`config.mk`:
```
export PLATFORM = sky130hd
export DESIGN_NAME = ram_bus_adapter
export DESIGN_NICKNAME = d
export VERILOG_FILES = /design/src/rtl/ram_bus_adapter.sv
export SDC_FILE = /design/constraint.sdc
export NUM_CORES = 1
export LEC_CHECK = 0
export BUFFER_PORTS_ARGS = -buffer_cell sky130_fd_sc_hd__buf_2
export CAP_MARGIN = 5
export CORE_ASPECT_RATIO = 1.75
export CORE_MARGIN = 5
export CORE_UTILIZATION = 43
export DETAILED_ROUTE_END_ITERATION = 16
export HOLD_SLACK_MARGIN = 0.15
export PLACE_DENSITY_LB_ADDON = 0.2
export SKIP_CTS_REPAIR_TIMING = 1
export SYNTH_ARGS = -nofsm -noshare
export SYNTH_HDL_FRONTEND = slang
export SYNTH_SLANG_ARGS = --single-unit
```
`constraint.sdc`:
```
create_clock -name clk -period 2.9 [get_ports clk]
set_input_delay 0.435 -clock clk [delete_from_list [all_inputs] [get_ports clk]]
set_output_delay 0.435 -clock clk [all_outputs]
set_load 0.02 [all_outputs]
```
`src/rtl/ram_bus_adapter.sv`:
```
// Bridge from the 32-bit CPU bus to a single-beat MEM_W-wide memory controller.
// Splits wide accesses into beats, narrows byte/halfword lanes, and handles partial writes.
module ram_bus_adapter #(
  parameter int ADDR_W   = 25,
  parameter int MEM_W    = 16,
  parameter bit USE_MASK = 1'b1,
  localparam int B       = MEM_W / 8,
  localparam int L       = $clog2(B)
) (
  input  logic              clk,
  input  logic              reset,
  input  logic              en,
  input  logic              wr,
  input  logic [1:0]        size,
  input  logic [ADDR_W-1:0] addr,
  input  logic [31:0]       data_in,
  output logic [31:0]       data_out,
  output logic              wt,
  output logic              err,
  output logic              cntl_rd,
  output logic              cntl_wr,
  input  logic              cntl_done,
  output logic [ADDR_W-L-1:0] cntl_addr,
  output logic [MEM_W-1:0]  cntl_din,
  input  logic [MEM_W-1:0]  cntl_dout,
  output logic [B-1:0]      cntl_mask,
  output logic [2:0]        dbg_state
);

  // Handshakes: the bus holds en, wr, size, addr and data_in until the single cycle
  // wt is low. Toward the controller, cntl_rd/cntl_wr are valid and stay up (with a
  // stable cntl_addr) until cntl_done, a one-cycle pulse that completes the beat.
  typedef enum logic [2:0] {
    IDLE   = 3'd0,
    RD     = 3'd1,
    RMW_RD = 3'd2,
    WR     = 3'd3,
    DONE   = 3'd4
  } state_t;

  localparam logic [2:0] B3     = 3'(B);
  localparam logic [2:0] N_WORD = 3'(32 / MEM_W);
  localparam logic [2:0] N_HALF = (MEM_W >= 16) ? 3'd1 : 3'd2;

  state_t            state_q, state_d;
  logic [1:0]        beat_q, beat_d;
  logic [31:0]       data_out_q, data_out_d;
  logic [MEM_W-1:0]  merge_q, merge_d;
  logic              wt_q, wt_d;
  logic              err_q, err_d;

  logic [2:0]        acc_bytes, n_beats, off, beat_end;
  logic [5:0]        lane_sh, full_sh;
  logic              narrow, misaligned, last_beat;
  logic [31:0]       acc_mask, lane_rd;
  logic [MEM_W-1:0]  lane_bits, lane_wd, full_wd;
  logic [32+MEM_W-1:0] shift_in;

  // Lane geometry is big-endian: byte offset 0 sits in the most significant lane.
  always_comb begin
    acc_bytes  = size[1] ? 3'd4 : (size[0] ? 3'd2 : 3'd1);
    acc_mask   = size[1] ? 32'hffff_ffff : (size[0] ? 32'h0000_ffff : 32'h0000_00ff);
    n_beats    = size[1] ? N_WORD : (size[0] ? N_HALF : 3'd1);
    misaligned = size[1] ? (addr[1:0] != 2'b00) : (size[0] & addr[0]);
    narrow     = acc_bytes < B3;
    off        = {1'b0, addr[1:0]} & (B3 - 3'd1);
    lane_sh    = {B3 - off - acc_bytes, 3'b000};
    beat_end   = B3 * ({1'b0, beat_q} + 3'd1);
    full_sh    = {acc_bytes - beat_end, 3'b000};
    last_beat  = (({1'b0, beat_q} + 3'd1) == n_beats);
    lane_bits  = MEM_W'(acc_mask) << lane_sh;
    lane_wd    = (MEM_W'(data_in) & MEM_W'(acc_mask)) << lane_sh;
    full_wd    = MEM_W'(data_in >> full_sh);
    lane_rd    = 32'(cntl_dout >> lane_sh) & acc_mask;
    shift_in   = {data_out_q, cntl_dout};
  end

  always_comb begin
    cntl_din  = full_wd;
    cntl_mask = '1;
    if (narrow) begin
      if (USE_MASK) begin
        cntl_din = lane_wd;
        for (int j = 0; j < B; j++) cntl_mask[j] = lane_bits[8*j];
      end else begin
        cntl_din = (merge_q & ~lane_bits) | lane_wd;
      end
    end
  end

  always_comb begin
    state_d    = state_q;
    beat_d     = beat_q;
    data_out_d = data_out_q;
    merge_d    = merge_q;
    err_d      = 1'b0;
    case (state_q)
      IDLE: begin
        beat_d = 2'd0;
        if (en) begin
          if (misaligned) begin
            state_d = DONE;
            err_d   = 1'b1;
          end else if (!wr) begin
            state_d    = RD;
            data_out_d = '0;
          end else if (narrow && !USE_MASK) begin
            state_d = RMW_RD;
          end else begin
            state_d = WR;
          end
        end
      end
      RD: begin
        if (cntl_done) begin
          // Beats arrive most significant first, so wide reads shift in from the right.
          data_out_d = narrow ? lane_rd : shift_in[31:0];
          if (last_beat) state_d = DONE;
          else           beat_d  = beat_q + 2'd1;
        end
      end
      RMW_RD: begin
        if (cntl_done) begin
          merge_d = cntl_dout;
          state_d = WR;
        end
      end
      WR: begin
        if (cntl_done) begin
          if (last_beat) state_d = DONE;
          else           beat_d  = beat_q + 2'd1;
        end
      end
      DONE:    state_d = IDLE;
      default: state_d = IDLE;
    endcase
    wt_d = (state_d != DONE);
  end

  always_ff @(posedge clk) begin
    if (reset) begin
      state_q    <= IDLE;
      beat_q     <= 2'd0;
      data_out_q <= '0;
      merge_q    <= '0;
      wt_q       <= 1'b1;
      err_q      <= 1'b0;
    end else begin
      state_q    <= state_d;
      beat_q     <= beat_d;
      data_out_q <= data_out_d;
      merge_q    <= merge_d;
      wt_q       <= wt_d;
      err_q      <= err_d;
    end
  end

  assign cntl_rd   = ((state_q == RD) || (state_q == RMW_RD)) && !cntl_done;
  assign cntl_wr   = (state_q == WR) && !cntl_done;
  assign cntl_addr = addr[ADDR_W-1:L] + (ADDR_W-L)'(beat_q);
  assign data_out  = data_out_q;
  assign wt        = wt_q;
  assign err       = err_q;
  assign dbg_state = state_q;

endmodule

```
## Word level (Yosys, flattened, before mapping)

Index checks and enable logic that the tools add are counted.

- Register bits: 39
- Output and inout bits: 81
- Logic and storage cells: 69

- $add $sub $neg: 6
- Order comparisons: 1
- Eq/ne operators: 11
- Shift operators: 4
- Muxes and demuxes: 25
- Bitwise gates (word level): 5
- Reductions and logical operators: 12

Operators by type and width:

| kind | number |
|---|---|
| 32-bit two-way mux | 6 |
| 32-bit case mux with 2 select lines | 1 |
| 32-bit bitwise AND | 1 |
| 16-bit two-way mux | 2 |
| 16-bit by 6-bit right shift with 32-bit output | 1 |
| 32-bit by 6-bit right shift with 16-bit output | 1 |
| 24-bit by 2-bit adder with 24-bit output | 1 |
| 3-bit two-way mux | 6 |
| 16-bit bitwise AND | 1 |
| 16-bit by 6-bit left shift with 16-bit output | 1 |
| 16-bit by 6-bit left shift with 9-bit output | 1 |
| 2-bit two-way mux | 6 |
| 2-bit inequality test, second input constant | 5 |
| 3-bit case mux with 3 select lines | 1 |
| 3-bit by 2-bit == test with 1-bit output, second input constant | 2 |
| 2-bit nonzero test | 3 |
| 3-bit subtractor | 2 |
| 5-bit AND reduction | 1 |
| 2-bit case mux with 2 select lines | 1 |
| 2-bit by 1-bit adder with 3-bit output, second input constant | 1 |
| 3-bit by 1-bit == test with 1-bit output, second input constant | 1 |
| 3-bit by 2-bit == test with 1-bit output | 1 |
| 3-bit zero test | 1 |
| 3-bit by 2-bit less-than comparator with 1-bit output, second input constant | 1 |
| 13 further kinds | 16 |

## Longest topological paths before layout

- Depth after elaboration: 8
- Depth in mapped cells: 9
- Mapped depth without buffers: 7

## Worst setup path after synthesis

OpenSTA, ideal clock, no wires.

- Kind: in2out
- Start: input port size[1]
- End: output port cntl_din[10]
- Arrival time: 2,355 ps
- Data required time: 2,465 ps
- Setup slack: 110 ps
- Stages: 9
- Path buffers: 2
- Path through: nor2_4 -> inv_4 -> buf_2 -> ha_1 -> ha_1 -> or2_2 -> clkbuf_1 -> nor2_2 -> o2bb2ai_1

- Cells in the longest elaborated chain, start to end: 4

Ends and longest elaborated chain:

| element | line | RTL |
|---|---|---|
| start: declaration | 14 | `input logic [1:0] size,` |
| 3-bit two-way mux / 32-bit two-way mux (equally long branches) | 61, 62 |  |
| 3-bit subtractor, or another cell as far along | 69 | `full_sh = {acc_bytes - beat_end, 3'b000};` |
| 32-bit by 6-bit right shift with 16-bit output / 16-bit by 6-bit left shift with 16-bit output (equally long branches) | 73, 72 |  |
| 16-bit two-way mux (*) | 81 | `if (narrow) begin` |
| end: declaration | 24 | `output logic [MEM_W-1:0] cntl_din,` |

Every way passes the cells marked *; elsewhere a longest branch is shown, timed or not.

## Worst setup path in the final report

- Start: register beat_q[0]
- End: output port cntl_addr[22]

- Cells in the longest elaborated chain, start to end: 1

Ends and longest elaborated chain:

| element | line | RTL |
|---|---|---|
| start: declaration | 46 | `logic [1:0] beat_q, beat_d;` |
| start signal: assignment | 150 | `beat_q <= beat_d;` |
| 24-bit by 2-bit adder with 24-bit output | 160 | `assign cntl_addr = addr[ADDR_W-1:L] + (ADDR_W-L)'(beat_q);` |
| end: declaration | 23 | `output logic [ADDR_W-L-1:0] cntl_addr,` |

No other way between the ends.

==> flow_metrics.env <==
export IMPL_drv_slew=0
export IMPL_ios=161
export IMPL_crit_arrival_ps=2380
export IMPL_async_flop_share_pct=0
export IMPL_nFillCells=567
export IMPL_clockBufferDepth=2
export IMPL_whs_path_depth=2
export IMPL_layout_common_cells="buf_2, dfxtp_1, a22o_1"
export IMPL_port_buffers=160
export IMPL_grt_first_pass_wirelength_um=11800
export IMPL_fin_worst_skew_ps=4.74
export IMPL_status="completed"
export IMPL_tightest_slew_ps=590
export IMPL_regToRegStartpoint="dbg_state[0]"
export IMPL_fin_util_pct=61.9
export IMPL_track_usage_pct=20.1
export IMPL_netlist_area_um2=2470
export IMPL_dp_final_hpwl_um=6080
export IMPL_gp_congestion=0.780
export IMPL_cts_tree="yes"
export IMPL_clk_pin_slew_ps=80
export IMPL_cts_htree_levels=2
export IMPL_worstSetupStartpointType="register"
export IMPL_drv_cap=0
export IMPL_worst_path_most_repeated_cell="buf_4"
export IMPL_grt_max_degree=33
export IMPL_wl_um=7570
export IMPL_antenna_found_initial=0
export IMPL_synth_flop_cell="dfxtp_1"
export IMPL_start_util_pct=44.2
export IMPL_root_buffer="clkbuf_8"
export IMPL_synth_seq_area_share_pct=31.6
export IMPL_firstDrtPassIters=4
export IMPL_hold_path_class="in -> reg"
export IMPL_clock_sinks=39
export IMPL_cp_end_kind="output port"
export IMPL_worstHoldStart="cntl_dout[8]"
export IMPL_vdd_ir_drop_max_uv=243
export IMPL_dp_cells=499
export IMPL_nets=520
export IMPL_cp_max_fo=7
export IMPL_final_common_cell="buf_2"
export IMPL_rrSetupSlack_ps=880
export IMPL_multi_input_area_um2=1570
export IMPL_synth_area_top_cells="dfxtp_1, a22o_1, xnor2_1"
export IMPL_setup_tns_ps=0
export IMPL_globalRouteOverflowTotal=0
export IMPL_die_h_um=110
export IMPL_syn_inst=271
export IMPL_hold_violations=0
export IMPL_path_cells="ha_2 > inv_1 > fa_2 > and3b_2 > nand4_1 > buf_4 > nor3_2 > xor2_1 > buf_4"
export IMPL_synth_largest_area_cell="dfxtp_1"
export IMPL_synth_cell_types=51
export IMPL_slowest_delay_ps=390
export IMPL_slowest_stage="dfxtp_4"
export IMPL_seq_area_um2=785
export IMPL_leakagePower_uw=0.00166
export IMPL_synth_seq_cells=39
export IMPL_insertedDiodeCount=0
export IMPL_slew_headroom_pct=60.5
export IMPL_dr_first_iter_drc_count=62
export IMPL_min_period_ps=2820
export IMPL_setup_viol=0
export IMPL_layout_worst_path_cycle_share_pct=97.2
export IMPL_via_per_inst=5.34
export IMPL_drc=0
export IMPL_synth_fp_nets=358
export IMPL_post_drt_wl_per_cell_um=14.8
export IMPL_powerDensity_nw_per_um2=386
export IMPL_yosysWarnings=0
export IMPL_yosysTopAreaCellShare_pct=31.6
export IMPL_min_to="data_out[8]"
export IMPL_core_um2=5590
export IMPL_drtAntennaViolNets=0
export IMPL_syn_area_per_cell_um2=9.10
export IMPL_reg2reg_to="data_out[15]"
export IMPL_path_class="reg -> out"
export IMPL_clk_latency_ps=290
export IMPL_r2r_cells=4
export IMPL_instances_no_fill=510
export IMPL_fmax_mhz=355
export IMPL_synth_edf_count=0
export IMPL_area_growth_pct=40.1
export IMPL_numCtsBuffers=5
export IMPL_dieWidth_um=67.3
export IMPL_critPathRequiredTime_ps=2470
export IMPL_dieArea_um2=7410
export IMPL_grt_pass1_vias=2707
export IMPL_vias=2722
export IMPL_num_rows=36
export IMPL_drive_gt1_share_pct=44.9
==> state kept, by name, indices dropped and copies added (netlist names) <==
name       flops
beat_q         2
data_out      32
dbg_state      3
err            1
wt             1
==> cell usage after synthesis (2+ instances only) <==
cell / n
a21oi_1: 12
a22o_1: 32
a2bb2oi_1: 8
a31oi_1: 8
and3_1: 9
and4_1: 3
buf_2: 5
buf_4: 2
buf_6: 2
clkbuf_1: 6
dfxtp_1: 39
ha_1: 6
inv_1: 10
mux2i_1: 2
nand2_1: 16
nand2b_1: 3
nand3_1: 9
nand4_1: 5
nor2_1: 5
nor2_2: 2
nor2b_1: 9
nor3_1: 8
nor4_1: 2
o21ai_0: 2
o2bb2ai_1: 16
or2_2: 2
or3_1: 2
xnor2_1: 18
xor2_1: 6
==> worst max-delay path, delay by kind of cell, from the launching register on <==
kind	cells	cell delay, ps
simple gates	3	560
fa+ha+maj	2	550
buf+inv	3	400
flops	1	390
xor+xnor	1	210
==> area by class of cell <==
type / instances / area share, %
tap: 76 / 2.75
inverter: 12 / 1.38
clock buffer: 6 / 2.10
multi-input combinational: 205 / 45.3
clock inverter: 2 / 0.362
sequential: 39 / 22.7
timing repair buffer: 170 / 25.4
==> layer usage <==
metal,vias to the layer above,GRT usage (%),share of wire [%]
met2,122,37.4,51
met4,0,7.55,1.7
met1,1238,21.6,38
met3,13,4.36,9.0
met5,-,0,0
li1,1349,-,-
==> cell families (layout without fill, tap and decap cells) <==
kind of cell,Yosys count,count (layout),share of synthesized area [%]
AND/OR/NAND/NOR,84,84,20.1
multiplexers,3,3,1.72
XOR/XNOR,24,24,8.52
AO/OA/AOI/OAI,87,87,28.8
buffers and inverters,27,190,5.37
adder cells (fa/ha/maj),7,7,3.85
flip-flops,39,39,31.6
==> worst max path at each step <==
stage	depth (start not counted)	slack, ps	to	start
after floorplan	9	110	cntl_din[10]	size[1]
after global placement	9	110	cntl_addr[20]	addr[1]
after detailed placement	9	-20	cntl_addr[22]	addr[1]
after CTS	8	-270	cntl_addr[22]	beat_q[0]
after global routing	9	-40	cntl_addr[22]	beat_q[0]
final	9	80	cntl_addr[22]	beat_q[0]
==> power breakdown <==
group / switching, uW / internal, uW / total, uW
clock: 191 / 168 / 359
sequential: 17.1 / 548 / 565
combinational: 237 / 172 / 409
==> metrics by stage <==
step                      hold WS (ps)  power, uW  setup slack, ps  cell area (um2)
after floorplan                    503        826              110             2470
after global placement             451        981              111             3330
after detailed placement           451        988            -16.6             3330
after CTS                          375       1350             -269             3420
after global routing               375       1400            -41.6             3460
final                              385       1330             82.6             3460
No activity file was read; power rests on OpenSTA's default activity.
